<file path="config.mk">
export PLATFORM = sky130hd
export DESIGN_NAME = pipe_ctrl
export DESIGN_NICKNAME = d
export VERILOG_FILES = /design/src/rtl/pipe_ctrl_pkg.sv /design/src/rtl/pipe_ctrl.sv
export SDC_FILE = /design/constraint.sdc
export NUM_CORES = 1
export LEC_CHECK = 0
export ABC_AREA = 1
export CAP_MARGIN = 25
export CORE_MARGIN = 2
export CORE_UTILIZATION = 46
export CTS_BUF_LIST = sky130_fd_sc_hd__clkbuf_16
export DETAILED_ROUTE_END_ITERATION = 8
export PLACE_DENSITY = 0.86
export REMOVE_ABC_BUFFERS = 1
export SLEW_MARGIN = 20
export SYNTH_ARGS = -nofsm -noshare
export SYNTH_HDL_FRONTEND = slang
export SYNTH_SLANG_ARGS = --single-unit
</file>
<file path="constraint.sdc">
create_clock -name clk_i -period 1.85 [get_ports clk_i]
set_input_delay 0.37 -clock clk_i [delete_from_list [all_inputs] [get_ports clk_i]]
set_output_delay 0.37 -clock clk_i [all_outputs]
set_load 0.02 [all_outputs]
</file>
<file path="src/rtl/pipe_ctrl_pkg.sv">
// Shared pipeline-control definitions: hold bus encoding,
// control FSM state encoding and the hold merge helper.
package pipe_ctrl_pkg;

    localparam int HOLD_W = 3;

    localparam logic [HOLD_W-1:0] HOLD_NONE = 3'd0;
    localparam logic [HOLD_W-1:0] HOLD_PC   = 3'd1;
    localparam logic [HOLD_W-1:0] HOLD_IF   = 3'd2;
    localparam logic [HOLD_W-1:0] HOLD_ID   = 3'd3;

    localparam int ST_W = 3;

    localparam logic [ST_W-1:0] ST_RUN    = 3'd0;
    localparam logic [ST_W-1:0] ST_WAIT   = 3'd1;
    localparam logic [ST_W-1:0] ST_HALT   = 3'd2;
    localparam logic [ST_W-1:0] ST_DRAIN  = 3'd3;
    localparam logic [ST_W-1:0] ST_REBOOT = 3'd4;

    // Higher hold level freezes more stages, so merging is a max.
    function automatic logic [HOLD_W-1:0] hold_max(
        input logic [HOLD_W-1:0] a,
        input logic [HOLD_W-1:0] b
    );
        return (a > b) ? a : b;
    endfunction

endpackage

</file>
<file path="src/rtl/pipe_ctrl.sv">
// Central pipeline control: redirect arbitration, hold merge,
// redirect deferral behind fetch, debug halt and drained reboot.
module pipe_ctrl
    import pipe_ctrl_pkg::*;
#(
    parameter int DRAIN_CYCLES = 4,
    parameter int BOOT_ADDR_W  = 32
) (
    input  logic                   clk_i,
    input  logic                   rst_ni,
    input  logic                   ex_jump_req_i,
    input  logic [BOOT_ADDR_W-1:0] ex_jump_addr_i,
    input  logic                   trap_req_i,
    input  logic [BOOT_ADDR_W-1:0] trap_addr_i,
    input  logic                   ex_hold_req_i,
    input  logic                   lsu_hold_req_i,
    input  logic                   ifu_busy_i,
    input  logic                   dbg_halt_req_i,
    input  logic                   dbg_reboot_req_i,
    input  logic [BOOT_ADDR_W-1:0] boot_addr_i,
    output logic                   jump_flag_o,
    output logic [BOOT_ADDR_W-1:0] jump_addr_o,
    output logic [HOLD_W-1:0]      hold_flag_o,
    output logic                   reboot_o,
    output logic                   flush_o,
    output logic                   halted_o
);

    localparam int CNT_W = $clog2(DRAIN_CYCLES + 1);
    localparam logic [CNT_W-1:0] CNT_LOAD = CNT_W'(DRAIN_CYCLES);

    logic [ST_W-1:0]        r_state;
    logic [BOOT_ADDR_W-1:0] r_pend_addr;
    logic [CNT_W-1:0]       r_cnt;
    logic                   r_halted;

    logic [ST_W-1:0]        w_state_nxt;
    logic [BOOT_ADDR_W-1:0] w_pend_nxt;
    logic [CNT_W-1:0]       w_cnt_nxt;
    logic                   w_jump;
    logic [BOOT_ADDR_W-1:0] w_addr;
    logic [HOLD_W-1:0]      w_hold;
    logic                   w_flush;
    logic                   w_reboot;

    logic                   w_redir;
    logic [BOOT_ADDR_W-1:0] w_tgt;
    logic [HOLD_W-1:0]      w_base_hold;
    logic                   w_rb_go;

    assign w_redir = trap_req_i | ex_jump_req_i;
    assign w_tgt   = trap_req_i ? trap_addr_i : ex_jump_addr_i;

    assign w_base_hold = hold_max(
        (ex_hold_req_i | lsu_hold_req_i) ? HOLD_ID : HOLD_NONE,
        ifu_busy_i ? HOLD_PC : HOLD_NONE);

    assign w_rb_go = dbg_reboot_req_i
                   && (r_state != ST_DRAIN)
                   && (r_state != ST_REBOOT);

    // Next-state and output decode; a reboot request overrides
    // whatever the current state decided this cycle.
    always_comb begin
        w_state_nxt = r_state;
        w_pend_nxt  = r_pend_addr;
        w_cnt_nxt   = r_cnt;
        w_jump      = 1'b0;
        w_addr      = '0;
        w_hold      = HOLD_ID;
        w_flush     = 1'b0;
        w_reboot    = 1'b0;
        case (r_state)
            ST_RUN: begin
                w_hold = w_base_hold;
                if (w_redir) begin
                    if (!ifu_busy_i) begin
                        w_jump  = 1'b1;
                        w_addr  = w_tgt;
                        w_flush = 1'b1;
                    end else begin
                        w_pend_nxt  = w_tgt;
                        w_state_nxt = ST_WAIT;
                    end
                end else if (dbg_halt_req_i && !ex_hold_req_i
                             && !lsu_hold_req_i) begin
                    w_state_nxt = ST_HALT;
                end
            end
            ST_WAIT: begin
                if (!ifu_busy_i) begin
                    w_jump      = 1'b1;
                    w_addr      = r_pend_addr;
                    w_flush     = 1'b1;
                    w_state_nxt = ST_RUN;
                end else if (trap_req_i) begin
                    w_pend_nxt = trap_addr_i;
                end
            end
            ST_HALT: begin
                if (!dbg_halt_req_i) begin
                    w_state_nxt = ST_RUN;
                end
            end
            ST_DRAIN: begin
                if (r_cnt != '0) begin
                    w_cnt_nxt = r_cnt - 1'b1;
                end else if (!ifu_busy_i && !lsu_hold_req_i) begin
                    w_state_nxt = ST_REBOOT;
                end
            end
            ST_REBOOT: begin
                w_reboot    = 1'b1;
                w_flush     = 1'b1;
                w_addr      = boot_addr_i;
                w_hold      = HOLD_NONE;
                w_state_nxt = ST_RUN;
            end
            default: begin
                w_state_nxt = ST_RUN;
            end
        endcase
        if (w_rb_go) begin
            w_state_nxt = ST_DRAIN;
            w_cnt_nxt   = CNT_LOAD;
            w_pend_nxt  = '0;
            w_jump      = 1'b0;
            w_addr      = '0;
            w_flush     = 1'b0;
        end
    end

    // Control state, pending redirect, drain counter, halt status.
    always_ff @(posedge clk_i or negedge rst_ni) begin
        if (!rst_ni) begin
            r_state     <= ST_RUN;
            r_pend_addr <= '0;
            r_cnt       <= '0;
            r_halted    <= 1'b0;
        end else begin
            r_state     <= w_state_nxt;
            r_pend_addr <= w_pend_nxt;
            r_cnt       <= w_cnt_nxt;
            r_halted    <= (w_state_nxt == ST_HALT);
        end
    end

    // Outputs read as idle for the whole time reset is held.
    assign jump_flag_o = rst_ni & w_jump;
    assign jump_addr_o = rst_ni ? w_addr : '0;
    assign hold_flag_o = rst_ni ? w_hold : HOLD_NONE;
    assign reboot_o    = rst_ni & w_reboot;
    assign flush_o     = rst_ni & w_flush;
    assign halted_o    = r_halted;

endmodule

</file>
# Word level (Yosys, flattened, before mapping)
# Index checks and enable logic that the tools add are counted.
dict set report word_totals {
  input_bits 105
  romBits 0
  ram_bits 0
  reg_bits 39
  out_inout_bits 39
  wordCells 74
  latchBits 0
  memories 0
}
dict set report op_classes {
  bitwise 5
  n_eq_ne 11
  n_mul 0
  n_lt_le_gt_ge 1
  n_addsub 1
  n_shift 0
  n_div 0
  mux 37
  reduce_logical 15
}
# op n
set op_table {}
lappend op_table {{32-bit two-way mux} 11}
lappend op_table {{32-bit one-hot mux with 3 select lines} 1}
lappend op_table {{32-bit one-hot mux with 2 select lines} 1}
lappend op_table {{3-bit two-way mux} 12}
lappend op_table {{3-bit inequality test (second input constant)} 5}
lappend op_table {{3-bit one-hot mux with 4 select lines} 1}
lappend op_table {{3-bit by 2-bit == test with 1-bit output (second input constant)} 3}
lappend op_table {{1-bit two-way mux} 6}
lappend op_table {{3-bit nonzero test} 2}
lappend op_table {{1-bit logical AND} 5}
lappend op_table {{5-bit AND reduction} 1}
lappend op_table {{2-bit two-way mux} 2}
lappend op_table {{2-bit one-hot mux with 2 select lines} 1}
lappend op_table {{2-bit nonzero test} 2}
lappend op_table {{1-bit bitwise AND} 3}
lappend op_table {{3-bit by 1-bit == test with 1-bit output (second input constant)} 1}
lappend op_table {{3-bit == test (second input constant)} 1}
lappend op_table {{1-bit zero test} 3}
lappend op_table {{3-bit zero test} 1}
lappend op_table {{3-bit by 2-bit inequality test with 1-bit output (second input constant)} 1}
lappend op_table {{1-bit one-hot mux with 3 select lines} 1}
lappend op_table {{3-bit by 1-bit subtractor with 3-bit output (second input constant)} 1}
lappend op_table {{2-bit by 1-bit greater-than comparator with 1-bit output} 1}
lappend op_table {{1-bit bitwise OR} 2}
lappend op_table {{other kinds (2)} 2}

# Logic depth before layout (Yosys ltp)
# Gate-level depths: netlist of the first run.
dict set report logic_depth {
  word_depth 8
  depth_mapped 10
  mapped_depth_nobuf 10
}

# Least setup slack after synthesis of the first run
# Ideal clock, no wire load.
dict set report synth_path {
  path_type {flip-flop to output port}
  from {reg r_state[1]}
  to {out jump_addr_o[21]}
  path_slack_ns 0.012
  t_arrival_ns 1.468
  path_buffers 2
  required_time_ns 1.480
  stages_incl_launch_ff 10
  cell_sequence {dfrtp_1 -> nor2_4 -> buf_6 -> nand2_2 -> inv_2 -> nand2_4 -> buf_4 -> nor2_2 -> nor2_1 -> nor2_1}
}
dict set report synth_between {
  elab_chain_cells 5
  word_cells_on_any_way 10
  cone_classes {4 x eq/ne; 3 x mux; 3 x reduce/logical}
}
# element line_no
set synth_lines {}
lappend synth_lines {{start, declared} pipe_ctrl.sv:32} ;# logic [ST_W-1:0] r_state;
lappend synth_lines {{start signal, assigned} pipe_ctrl.sv:141} ;# r_state <= w_state_nxt;
lappend synth_lines {{branches (longest 3 deep; another with 32-bit one-hot mux with 3 select lines)} -}
lappend synth_lines {{32-bit two-way mux *} pipe_ctrl.sv:123} ;# if (w_rb_go) begin
lappend synth_lines {{32-bit two-way mux *} pipe_ctrl.sv:150} ;# assign jump_addr_o = rst_ni ? w_addr : '0;
lappend synth_lines {{end, declared} pipe_ctrl.sv:22} ;# output logic [BOOT_ADDR_W-1:0] jump_addr_o,
# Mark *: on every way between the ends.

# Worst setup path in the final report of the first run
dict set report layout_path {
  from {reg r_state[1]}
  to {out jump_addr_o[25]}
}
# The elaborated chain is that of the path after synthesis.

==> flow_results.org, run 1 <==
** Outcome
- The flow ran to the end, but the final reports show violations.
- The checks that failed: setup timing.

** Worst setup path
- Along the worst path, the maximum fanout reaches 21.
- Critical Path AT :: 1.98 ns
- For this run, the slowest stage of the critical path takes roughly 0.42 ns.
- At the worst endpoint, the required time is 1.48 ns.
- Slowest cell on crit path :: sky130_fd_sc_hd__dfrtp_1
- Type of origin of the critical path :: flop
- The worst setup path is of the reg -> out kind.
- Largest delay contributor family on the critical path :: buffers and inverters
- Counting both buffers and inverters, the worst setup path holds a total of 5.
- Critical-path cell list :: buf_6, nor2_4, buf_4, nand2_2, inv_2, nand2_4, buf_12, nor2_1, nor2_1, nor2_2, buf_4
- Element type at the critical path end :: primary output

** Clock network
- CTS Root Buffer Type :: sky130_fd_sc_hd__clkbuf_16
- Count of H-tree levels built during CTS :: 2
- TritonCTS built the clock tree.
- After clock tree synthesis, the clock-pin slew on the worst setup and hold paths is around 0.060 ns.
- At the later pin of the worst-skew pair, clock insertion delay measures between 0.2 and 0.3 ns.
- The number of hold buffers added after CTS was 0.
- The number of clock buffers added by TritonCTS is 5.
- Maximum buffer depth of the clock tree :: 2
- Sinks on Clock Net :: 39

** Timing
- Final setup violation count :: 69
- After layout, the worst path uses 127% of the clock period.
- Summed over all failing endpoints, the final setup total negative slack is -28.25 ns.
- Between clock sinks in the finished design, the worst skew comes to between 0.004 and 0.005 ns.
- Fin Hold WS :: about 0.19 ns
- Setup repair after global routing could not meet its margin everywhere.
- PnR worst setup slack :: -0.498 ns
- The number of hold violations in the final report was 0.
- Maximum frequency from static timing analysis :: ~430 MHz
- Max-slew violation count :: 0
- The smallest clock period supported by the final layout is computed as between 2 and 2.5 ns.

** Placed design
- Routability congestion estimate :: ~0.87
- Placed Instances :: between 1000 and 1500
- Place WS :: -0.931 ns
- Number of port buffers :: 142
- Summed over all nets, the half-perimeter wirelength after detailed placement is 10.1 mm.
- After detailed placement, the total cell area comes to around 0.0062 mm^2.

** Cells and area
- Final Core Density :: approximately 83%
- The final layout contains roughly 1100 nets.
- Antenna Cells :: 0
- Layout cells sized above 1 :: about 30%
- Final std cell area, no fill :: between 0.007 and 0.008 mm^2
- Syn-to-layout area delta :: 77.0%
- The layout has ~480 filler cells.
- Final instance count without filler cells :: between 1000 and 1500

** Route
- The first detailed-routing pass took 6 iterations.
- In this run the remaining antenna-violating nets after routing total 0.
- Detailed routing inserted a total of 6228 vias.
- Summed over all layers, the routed wires come to a little over 20 mm.
- Routed len/inst :: between 15 and 20 um
- Starting DRC count in detailed routing :: ~670
- Dividing the detail-routed via count by the number of cells gives between 5 and 6.
- Residual DRC :: 0

** Synth
- The share of synthesized area in the top cell type comes to slightly above 30%.
- In the post-synthesis netlist, the biggest area contributors are sky130_fd_sc_hd__nand2_1 30%, sky130_fd_sc_hd__dfrtp_1 24%, sky130_fd_sc_hd__nor2_1 12%.
- The share of the Yosys chip area taken by registers is between 20% and 30%.
- Synthesized flop and latch total :: 39
- sky130_fd_sc_hd__nand2_1 takes more of the synthesized area than any other cell.
- Post-Synthesis Cells :: around 740
- Mean post-synth cell area :: 5.45 um^2
- Yosys mapped the design onto 25 distinct sky130hd cell types.
- After synthesis the cells add up to approximately 0.004 mm^2.
- During synthesis, Yosys emitted a total of 0 warnings.

** Power and ir drop
- The completed layout was analyzed and its total power is roughly 8.5 mW.
- Static leakage :: 3.94 nW
- IR analysis of the VDD net gives a maximum drop of 0.000764 V.
- For this design the ratio of total power to cell area is around 1200 mW/mm^2.

** Floorplanning
- Placement row count :: 34
- Die boundary height :: a little under 100 um
- Number of I/O pins :: roughly 140
- The initial utilization of the core area, before any placement, comes to 46.7%.
- Die width :: slightly below 100 um
- Core ar. :: approximately 0.0086 mm^2
- The die covers around 0.0095 mm^2.

** Global route
- For this run, the total global-route usage over all layers was measured as between 30% and 40%.
- After global routing the overflow that remains totals 0.
- The via count of the first global-routing pass came to approximately 5600.
- Number of antenna violations at the first check in global routing :: 0
- Largest net degree at the start of global routing :: 33
- The first global-routing pass estimated around 26 mm of wire.

** Hold path
- Path type of the worst min-delay path :: in -> async

** Flow run
- Maximum capacitance violations :: 0
[flip-flops by register name (all words and copies together) (netlist names)]
register and cells:
halted_o 1, r_cnt 3, r_pend_addr 32, r_state 3
[layout make-up]
class / instances / area [um^2] / share of cell area (%)
repair buffers: 282 / 2800 / 39.4
multi-input cells: 576 / 2760 / 38.9
flip-flops and latches: 39 / 977 / 13.8
inverters: 78 / 295 / 4.16
well taps: 108 / 135 / 1.90
clock buffers: 5 / 125 / 1.76
clock inverters: 3 / 12.5 / 0.176
[per-layer routing]
layer  global-route usage (%)  part of all wire [%]  vias to the layer above
met5                        0                     0                        -
li1                         -                     -                     2678
met4                     20.0                   9.6                        0
met1                     40.4                    34                     2737
met2                     56.9                    44                      583
met3                     6.04                    12                      230
[what timing repair did]
item | in CTS | in global routing
buffers inserted | 20 | 7
pin swaps | 23 | 15
resized for setup | 229 | 96
endpoints found under the setup margin | 37 | 69
gates cloned | 2 | 9
[logic make-up (layout without fill, tap and decap cells)]
group | after synthesis | count (layout) | share of synthesized area [%]
AOI/OAI and AO/OA | 6 | 6 | 1.19
other | 1 | 1 | 0.0935
adders and majority gates | 2 | 2 | 0.624
xor gates and xnor gates | 1 | 1 | 0.218
DFF | 39 | 39 | 24.3
buffers and inverters | 121 | 368 | 14.5
and+or+nand+nor | 566 | 566 | 59.0
[Yosys cell counts, drive strengths merged]
master	n
o21ai	1
a21oi	3
nor2	147
nand2	344
o211ai	1
a31oi	1
nand4	1
clkbuf	3
nand3	73
or2	1
xor2	1
buf	40
inv	78
conb	1
ha	2
dfrtp	39
[report_power, final]
part | internal, mW | leakage (nW) | switching (mW) | total [mW]
clock | 0.488 | 0.0762 | 0.356 | 0.844
combinational | 2.50 | 3.38 | 3.51 | 6.00
sequential | 1.27 | 0.483 | 0.352 | 1.62
[placed cells by master (no fill, tap or decap), types with 2 or more instances in the layout]
cell,instances
sky130_fd_sc_hd__nand3_1,63
sky130_fd_sc_hd__nor2_2,36
sky130_fd_sc_hd__inv_1,76
sky130_fd_sc_hd__buf_12,13
sky130_fd_sc_hd__dfrtp_1,38
sky130_fd_sc_hd__nand2_2,29
sky130_fd_sc_hd__buf_6,38
sky130_fd_sc_hd__nor2_1,93
sky130_fd_sc_hd__nand3_4,2
sky130_fd_sc_hd__ha_1,2
sky130_fd_sc_hd__nand2_1,307
sky130_fd_sc_hd__buf_8,2
sky130_fd_sc_hd__buf_4,118
sky130_fd_sc_hd__nand3_2,8
sky130_fd_sc_hd__clkbuf_16,11
sky130_fd_sc_hd__dlygate4sd2_1,3
sky130_fd_sc_hd__nand2_4,7
sky130_fd_sc_hd__inv_2,3
sky130_fd_sc_hd__nor2_4,18
sky130_fd_sc_hd__clkdlybuf4s50_1,101
[path summary, 6_finish.rpt]
path	slack, ns	from	endpoint	cells past startpoint
setup / recovery	-0.50	r_state[1]	jump_addr_o[25]	11
hold / removal	0.19	rst_ni	r_cnt[0]	2
setup reg to reg	-0.43	r_state[1]	r_pend_addr[3]	16
hold reg to reg	0.49	r_pend_addr[2]	r_pend_addr[2]	2
min in group clk_i	0.49	r_pend_addr[2]	r_pend_addr[2]	2
max in group asynchronous	1.42	rst_ni	r_state[0]	3
[worst reg2reg max path: cells and delay by family (launching register included)]
family | cells | cell delay, ns
buffers and inverters | 10 | 1.25
and+or+nand+nor | 6 | 0.55
DFF | 1 | 0.42
Power figures use the tool's default switching activity.
==> inputs of run 2 (changes only) <==
--- a/config.mk
+++ b/config.mk
@@ -7,11 +7,13 @@
 export LEC_CHECK = 0
 export ABC_AREA = 1
 export CAP_MARGIN = 25
+export CELL_PAD_IN_SITES_DETAIL_PLACEMENT = 0
+export CELL_PAD_IN_SITES_GLOBAL_PLACEMENT = 1
 export CORE_MARGIN = 2
-export CORE_UTILIZATION = 46
+export CORE_UTILIZATION = 30
 export CTS_BUF_LIST = sky130_fd_sc_hd__clkbuf_16
 export DETAILED_ROUTE_END_ITERATION = 8
-export PLACE_DENSITY = 0.86
+export PLACE_DENSITY = 0.87
 export REMOVE_ABC_BUFFERS = 1
 export SLEW_MARGIN = 20
 export SYNTH_ARGS = -nofsm -noshare
==> run 2 against run 1 <==
Combinational power down 25%; highest routed layer unchanged; first-iteration DRC count down 62%; cell area down 7.8%; the run still ends with setup timing left.
==> flow_results.org, run 2 (synthesis results as in run 1) <==
** Clock network
- Number of hold buffers added after cts :: 0
- The tree built by TritonCTS fans out to 39 sinks.
- Clock-pin slew on the worst setup and hold paths :: about 0.06 ns
- Maximum buffer depth of the clock tree :: 2
- Clock tree synthesis selected as its root buffer the cell sky130_fd_sc_hd__clkbuf_16.
- In this run, CTS created clock tree buffers numbering 5.
- TritonCTS clock tree :: yes
- In this run the number of H-tree levels came out at 2.
- The later pin in the worst-skew pair is clocked with a latency of roughly 0.28 ns.

** Worst setup path
- For this design, the slowest cell found on the critical path is sky130_fd_sc_hd__dfrtp_1.
- Flop-to-flop setup slack :: between 0.1 and 0.15 ns
- Worst r2r path cells :: 10
- Element type at the critical path end :: primary output
- The endpoint identified for the worst register-to-register timing path is r_pend_addr[22].
- Delay of the slowest cell on the worst path :: slightly above 0.4 ns
- The critical path goes through nor2_4, nand2_2, nor2_4, buf_12, clkbuf_16, nand2_1, nand2_1, nor2_1, nor2_1, buf_4.
- Type of origin of the critical path :: flop
- Data on the critical path is required at its endpoint by between 1 and 1.5 ns.
- Launching point of the worst reg2reg path :: r_state[2]
- Crit path max fanout :: 8
- Critical Path AT :: 1.81 ns
- The worst setup path is of the reg -> out kind.

** Timing
- Final total negative setup slack :: -9.89 ns
- Max-slew violation count :: 0
- Once routing completed, OpenROAD measured the worst setup slack at -0.328 ns.
- Transition at the pin with the smallest max-transition slack :: ~0.53 ns
- Final hold violation count :: 0
- Final critical-path required period :: around 2.2 ns
- The worst pin sits at a relative slew slack of between 60 and 70%.
- The worst path uses 118% of the clock period.
- Fin Hold WS :: ~0.25 ns
- Maximum frequency from static timing analysis :: about 460 MHz
- Final setup violation count :: 36
- Setup repair after global routing could not meet its margin everywhere.
- Worst setup skew after layout :: around 0.006 ns

** Cells and area
- The finished layout holds 1133 standard cells, fillers aside.
- Once layout is complete, the utilization of the core stands at roughly half.
- Register with the most flip-flops :: r_pend_addr
- The register with the most flip-flops in the layout has 32 of them.
- The library cell used most frequently in the layout, excluding fill and tap cells, is sky130_fd_sc_hd__nand2_1.
- Antenna Cells :: 0
- In the final layout, the registers with the most flip-flops are r_pend_addr: 32 flops, r_cnt: 3 flops, r_state: 3 flops.
- The net count of the finished layout is between 1000 and 1500.
- Highest-count cells in the layout ignoring fill and taps :: 316 x sky130_fd_sc_hd__nand2_1, 128 x sky130_fd_sc_hd__buf_4, 127 x sky130_fd_sc_hd__nor2_1
- Once layout is done, the placed cells without fillers occupy 0.00655 mm^2.
- The post-route netlist has about 23% of its cells at a drive strength greater than 1.
- The area growth from synthesis to layout is 63.2%.

** Power and ir drop
- IR drop worst, VDD :: ~0.00064 V
- In this run the static leakage power is about 3.7 nW.
- Overall power after layout :: around 7 mW
- In this run the power density over the cells is between 1000 and 1500 mW/mm^2.

** Placed design
- Input and output buffers added on the ports amount to 142.
- Detailed placement finished with a half-perimeter wire length of ~10 mm.
- At the end of routability-driven placement, the weighted congestion stood at 0.788.
- Place WS :: -0.748 ns
- Once placement finished, the instance area stood at ~0.0063 mm^2.
- Placed Instances :: 1116

** Route
- Wire length reported by the detailed router :: 14.4 mm
- Residual DRC :: 0
- Routed len/inst :: around 13 um
- The first TritonRoute pass finished after 4 iterations.
- Via count :: approximately 5000
- Once detail routing completed, the nets flagged for antenna violations numbered 0.
- After detailed routing, the number of vias per cell comes to between 4 and 5.
- After the first detailed-routing iteration, the DRC count stood at 259.

** Global route
- Summed over all layers, the global routing overflow is 0.
- Global routing consumed, over all layers together, slightly below 20% of the routing resources.
- The first global-routing pass estimated 22.9 mm of wire.
- The initial antenna violation count came to 0.
- Entering global routing, the biggest net connects 40 pins.
- The via count of the first global-routing pass came to 4610.

** Floorplanning
- The floorplan has 42 rows.
- The floorplan step set the die width to 120 um.
- Die boundary height :: about 120 um
- After floorplanning, the core was sized to cover 0.0131 mm^2.
- Number of I/O pins :: around 140
- Die area :: 0.0143 mm^2
- Effective utilization at floorplan :: between 30% and 40%

** Outcome
- The checks that failed: setup timing.
- Outcome :: finished with violations

** Flow run
- Max-cap violations in this run came to 0.

** Hold path
- The path class of the tightest hold or removal check is in -> async.
-- run 2: worst max path at each step --
| stage | to | start | slack, ns | cells after the start |
|---|---|---|---|---|
| 2_1_floorplan | jump_addr_o[0] | r_state[2] | -1.14 | 7 |
| 3_3_place_gp | jump_addr_o[25] | ex_jump_req_i | -0.77 | 9 |
| 3_5_place_dp | jump_addr_o[25] | ex_jump_req_i | -0.75 | 9 |
| 4_1_cts | jump_addr_o[13] | r_state[1] | -0.32 | 9 |
| 5_1_grt | jump_addr_o[25] | r_state[1] | -0.42 | 10 |
| 6_report | jump_addr_o[0] | r_state[2] | -0.33 | 10 |
-- run 2: final cells by class --
cell class / instances / area, um^2
clock buffer: 5 / 125
fill: 1421 / 6590
timing repair buffer: 256 / 2380
tap: 176 / 220
inverter: 78 / 295
multi-input combinational: 576 / 2510
sequential: 39 / 978
clock inverter: 3 / 38.8
-- run 2: critical path, delay by kind of cell (launching register included) --
family	cells	cell delay [ns]
flip-flops	1	0.41
buffers and inverters	3	0.46
AND/OR/NAND/NOR	7	0.64
-- run 2: where the power goes --
group / switching, mW / leakage (nW) / total, mW / internal (mW)
clock network: 0.343 / 0.0812 / 0.971 / 0.629
logic: 2.55 / 3.14 / 4.48 / 1.93
registers: 0.274 / 0.482 / 1.54 / 1.27
-- run 2: repair_timing --
action / CTS / global route
resized for setup: 186 / 23
setup buffers: 3 / 3
cloned: 0 / 3
setup endpoints to repair: 37 / 69
hold endpoints to repair: 0 / 0
pin swaps: 1 / 8
-- run 2: per-layer routing --
layer,vias to the layer above,track usage [%],share of wire (%)
li1,2619,-,-
met1,2183,28.5,50
met2,120,31.6,45
met3,8,2.80,5.0
met4,0,2.87,0.50
met5,-,0,0
==> inputs of run 3 (changes only) <==
--- a/config.mk
+++ b/config.mk
@@ -15,6 +15,7 @@
 export DETAILED_ROUTE_END_ITERATION = 8
 export PLACE_DENSITY = 0.87
 export REMOVE_ABC_BUFFERS = 1
+export SETUP_SLACK_MARGIN = 0.1
 export SLEW_MARGIN = 20
 export SYNTH_ARGS = -nofsm -noshare
 export SYNTH_HDL_FRONTEND = slang
==> run 3 against run 2 <==
The flow still finishes with violations (setup timing); critical path depth did not move; clock-buffer cell count did not move; total power rose by 2.2%; cell area rose by 1.2%; register-to-register slack improved by 0.08 ns; die area did not move; wire length rose by 1.9%; critical path type unchanged.
==> flow_results.org, run 3 (synthesis results as in run 1) <==
** Timing
- Worst setup skew after layout :: 0.00615 ns
- For the pin with the worst max-slew slack, the measured transition is about 0.53 ns.
- The worst path uses 118% of the clock period.
- Measured against its own limit, the worst slew margin works out to between 60% and 70%.
- Setup repair after global routing could not meet its margin everywhere.
- The number of hold violations in the final report is 0.
- Hold timing on the final database bottoms out at a slack of 0.267 ns.
- Summed over all failing endpoints, the final setup total negative slack is -10.02 ns.
- Derived from the worst setup path, the maximum achievable clock frequency is roughly 460 MHz.
- Once routing completed, OpenROAD measured the worst setup slack at -0.330 ns.
- The smallest clock period supported by the final layout is computed as between 2 and 2.5 ns.
- The final count of pins violating max slew is 0.
- Setup violations remaining at the end of the flow were counted as 35.

** Clock network
- Buffers inserted to repair hold after CTS numbered 0.
- Sinks on Clock Net :: 39
- TritonCTS built the clock tree.
- Clock-pin slew on the worst setup and hold paths :: about 0.060 ns
- Later-pin clock latency in the skew report :: 0.28 ns
- The number of clock buffers added by TritonCTS is 5.
- CTS Root Buffer Type :: sky130_fd_sc_hd__clkbuf_16
- The clock tree synthesis step divided the H-tree into 2 levels.
- Maximum buffer depth of the clock tree :: 2

** Outcome
- The run finished, with violations left.
- The final reports fail on setup timing.

** Cells and area
- Number of flip-flops under the largest register name :: 32
- Leaving out fill and tap cells, the most frequent cell in the layout is sky130_fd_sc_hd__nand2_1.
- The net count of the finished layout is about 1100.
- Highest-count cells in the layout ignoring fill and taps :: 315 x sky130_fd_sc_hd__nand2_1, 126 x sky130_fd_sc_hd__nor2_1, 126 x sky130_fd_sc_hd__buf_4
- The post-route netlist has between 20% and 30% of its cells at a drive strength greater than 1.
- The number of antenna diodes in the final layout is 0.
- The filler cells instantiated in the layout total 1412.
- Compared with the post-synthesis result, the final layout area differs by 65.1%.
- Register with the most flip-flops :: r_pend_addr
- Top flop regs :: r_pend_addr: 32 flops, r_cnt: 3 flops, r_state: 3 flops
- Final Core Density :: slightly above 50%

** Worst setup path
- The critical path in this run is classified as reg -> out.
- Of all nets on the critical path, the largest fanout is 8.
- In this run the worst setup path begins at r_state[2].
- Type of origin of the critical path :: flop
- The worst register-to-register path begins at r_state[2].
- The number of cells on the worst reg-to-reg path is 11.
- Critical Path AT :: between 1.5 and 2 ns
- Element type at the critical path end :: primary output
- At the worst endpoint, the required time is 1.48 ns.

** Route
- Summing over every cut layer, the via total after detailed routing is around 5000.
- Wire length reported by the detailed router :: 14.7 mm
- Once detail routing completed, the nets flagged for antenna violations numbered 0.
- Dividing the detail-routed wire length by the instance count gives approximately 13 um.
- For this run, design rule violations remaining after detail routing come to 0.
- Dividing the detail-routed via count by the number of cells gives about 4.4.
- The first TritonRoute pass finished after 4 iterations.
- In this run, the number of DRC markers left after iteration 0 of detailed routing was 262.

** Floorplanning
- During I/O placement, the number of pins put on the boundary was ~140.
- The floorplan step set the die height to between 100 and 150 um.
- Core ar. :: between 0.01 and 0.015 mm^2
- Die width :: around 120 um
- Row generation in the floorplan step produced 42 rows.
- Die area :: approximately 0.014 mm^2
- Effective utilization at floorplan :: between 30% and 40%

** Global route
- In the global route stage, overall resource usage came out at just under 20%.
- Number of antenna violations at the first check in global routing :: 0
- Largest net degree at the start of global routing :: 40
- The first global-routing pass estimated 23.0 mm of wire.
- Via count of the first global-routing pass :: roughly 4600
- Grt ovf :: 0

** Power and ir drop
- The analysis attributes to net switching a power of 3.22 mW.
- In this run switching power makes up 45.1% of total power.
- Of the total power, combinational logic draws roughly two thirds.
- For this design the static power due to leakage is between 3 and 4 nW.
- In this run, flip-flops and latches consume 21.5% of the power.
- Internal power comes to 3.92 mW.
- Per report_power, the clock group accounts for approximately 14% of the total.
- Power per cell area :: between 1000 and 1500 mW/mm^2
- The worst-case IR drop observed on VDD is ~0.00068 V.

** Placed design
- Number of port buffers :: ~140
- After legalization and detailed placement, the total HPWL measured approximately 10 mm.
- Routability congestion estimate :: roughly 0.8

** Hold path
- Path type of the worst min-delay path :: in -> async

** Flow run
- Maximum capacitance violations :: 0
run 3: worst max-delay path, cell delays in order (launching register included):
cell and delay (ns):
sky130_fd_sc_hd__dfrtp_1 0.41, sky130_fd_sc_hd__nor2_4 0.19, sky130_fd_sc_hd__nand2_2 0.10, sky130_fd_sc_hd__nor2_4 0.13, sky130_fd_sc_hd__buf_12 0.14, sky130_fd_sc_hd__clkbuf_16 0.17
sky130_fd_sc_hd__nand2_1 0.06, sky130_fd_sc_hd__nand2_1 0.06, sky130_fd_sc_hd__nor2_1 0.03, sky130_fd_sc_hd__nor2_1 0.09, sky130_fd_sc_hd__buf_4 0.15
run 3: routing by layer:
layer | vias up | wire length (um) | track usage [%]
li1 | 2627 | - | -
met1 | 2211 | 7250 | 28.5
met2 | 140 | 6520 | 31.9
met3 | 10 | 825 | 2.80
met4 | 0 | 93 | 2.87
met5 | - | 0 | 0
run 3: what timing repair did:
| action | CTS | global route |
|---|---|---|
| cloned | 0 | 4 |
| hold endpoints to repair | 0 | 0 |
| endpoints found under the setup margin | 65 | 69 |
| pin swaps | 1 | 8 |
| resized for setup | 196 | 25 |
| buffers inserted | 5 | 3 |
run 3: cell type report:
cell class	instances	area (um^2)	area share (%)
multi-input combinational	576	2510	37.9
clock buffer	5	125	1.89
clock inverter	3	38.8	0.586
inverter	78	298	4.50
sequential	39	978	14.8
timing repair buffer	259	2450	37.0
tap	176	220	3.32
run 3: power groups by stage:
stage          clock [mW]  combinational [mW]  sequential [mW]
2_1_floorplan           0                2.26             1.54
3_3_place_gp            0                4.20             1.53
3_5_place_dp            0                4.25             1.53
4_1_cts             0.989                4.37             1.52
5_1_grt              1.02                5.13             1.58
6_report            0.975                4.63             1.54
run 3: worst paths after layout:
path	to	slack, ns
hold / removal	r_pend_addr[31]	0.27
setup reg to reg	r_pend_addr[22]	0.20
max in group asynchronous	r_state[0]	1.20
hold reg to reg	r_pend_addr[0]	0.48
min in group clk_i	r_pend_addr[0]	0.48
setup / recovery	jump_addr_o[0]	-0.33
run 3: per-stage QoR:
stage          power, mW  setup slack (ns)  cells  instance area (um^2)
2_1_floorplan       3.81             -1.14    693                  3720
3_3_place_gp        5.72            -0.771   1116                  6290
3_5_place_dp        5.78            -0.748   1116                  6290
4_1_cts             6.88            -0.303   1129                  6430
5_1_grt             7.74            -0.431   1136                  6620
6_report            7.15            -0.330   1136                  6620
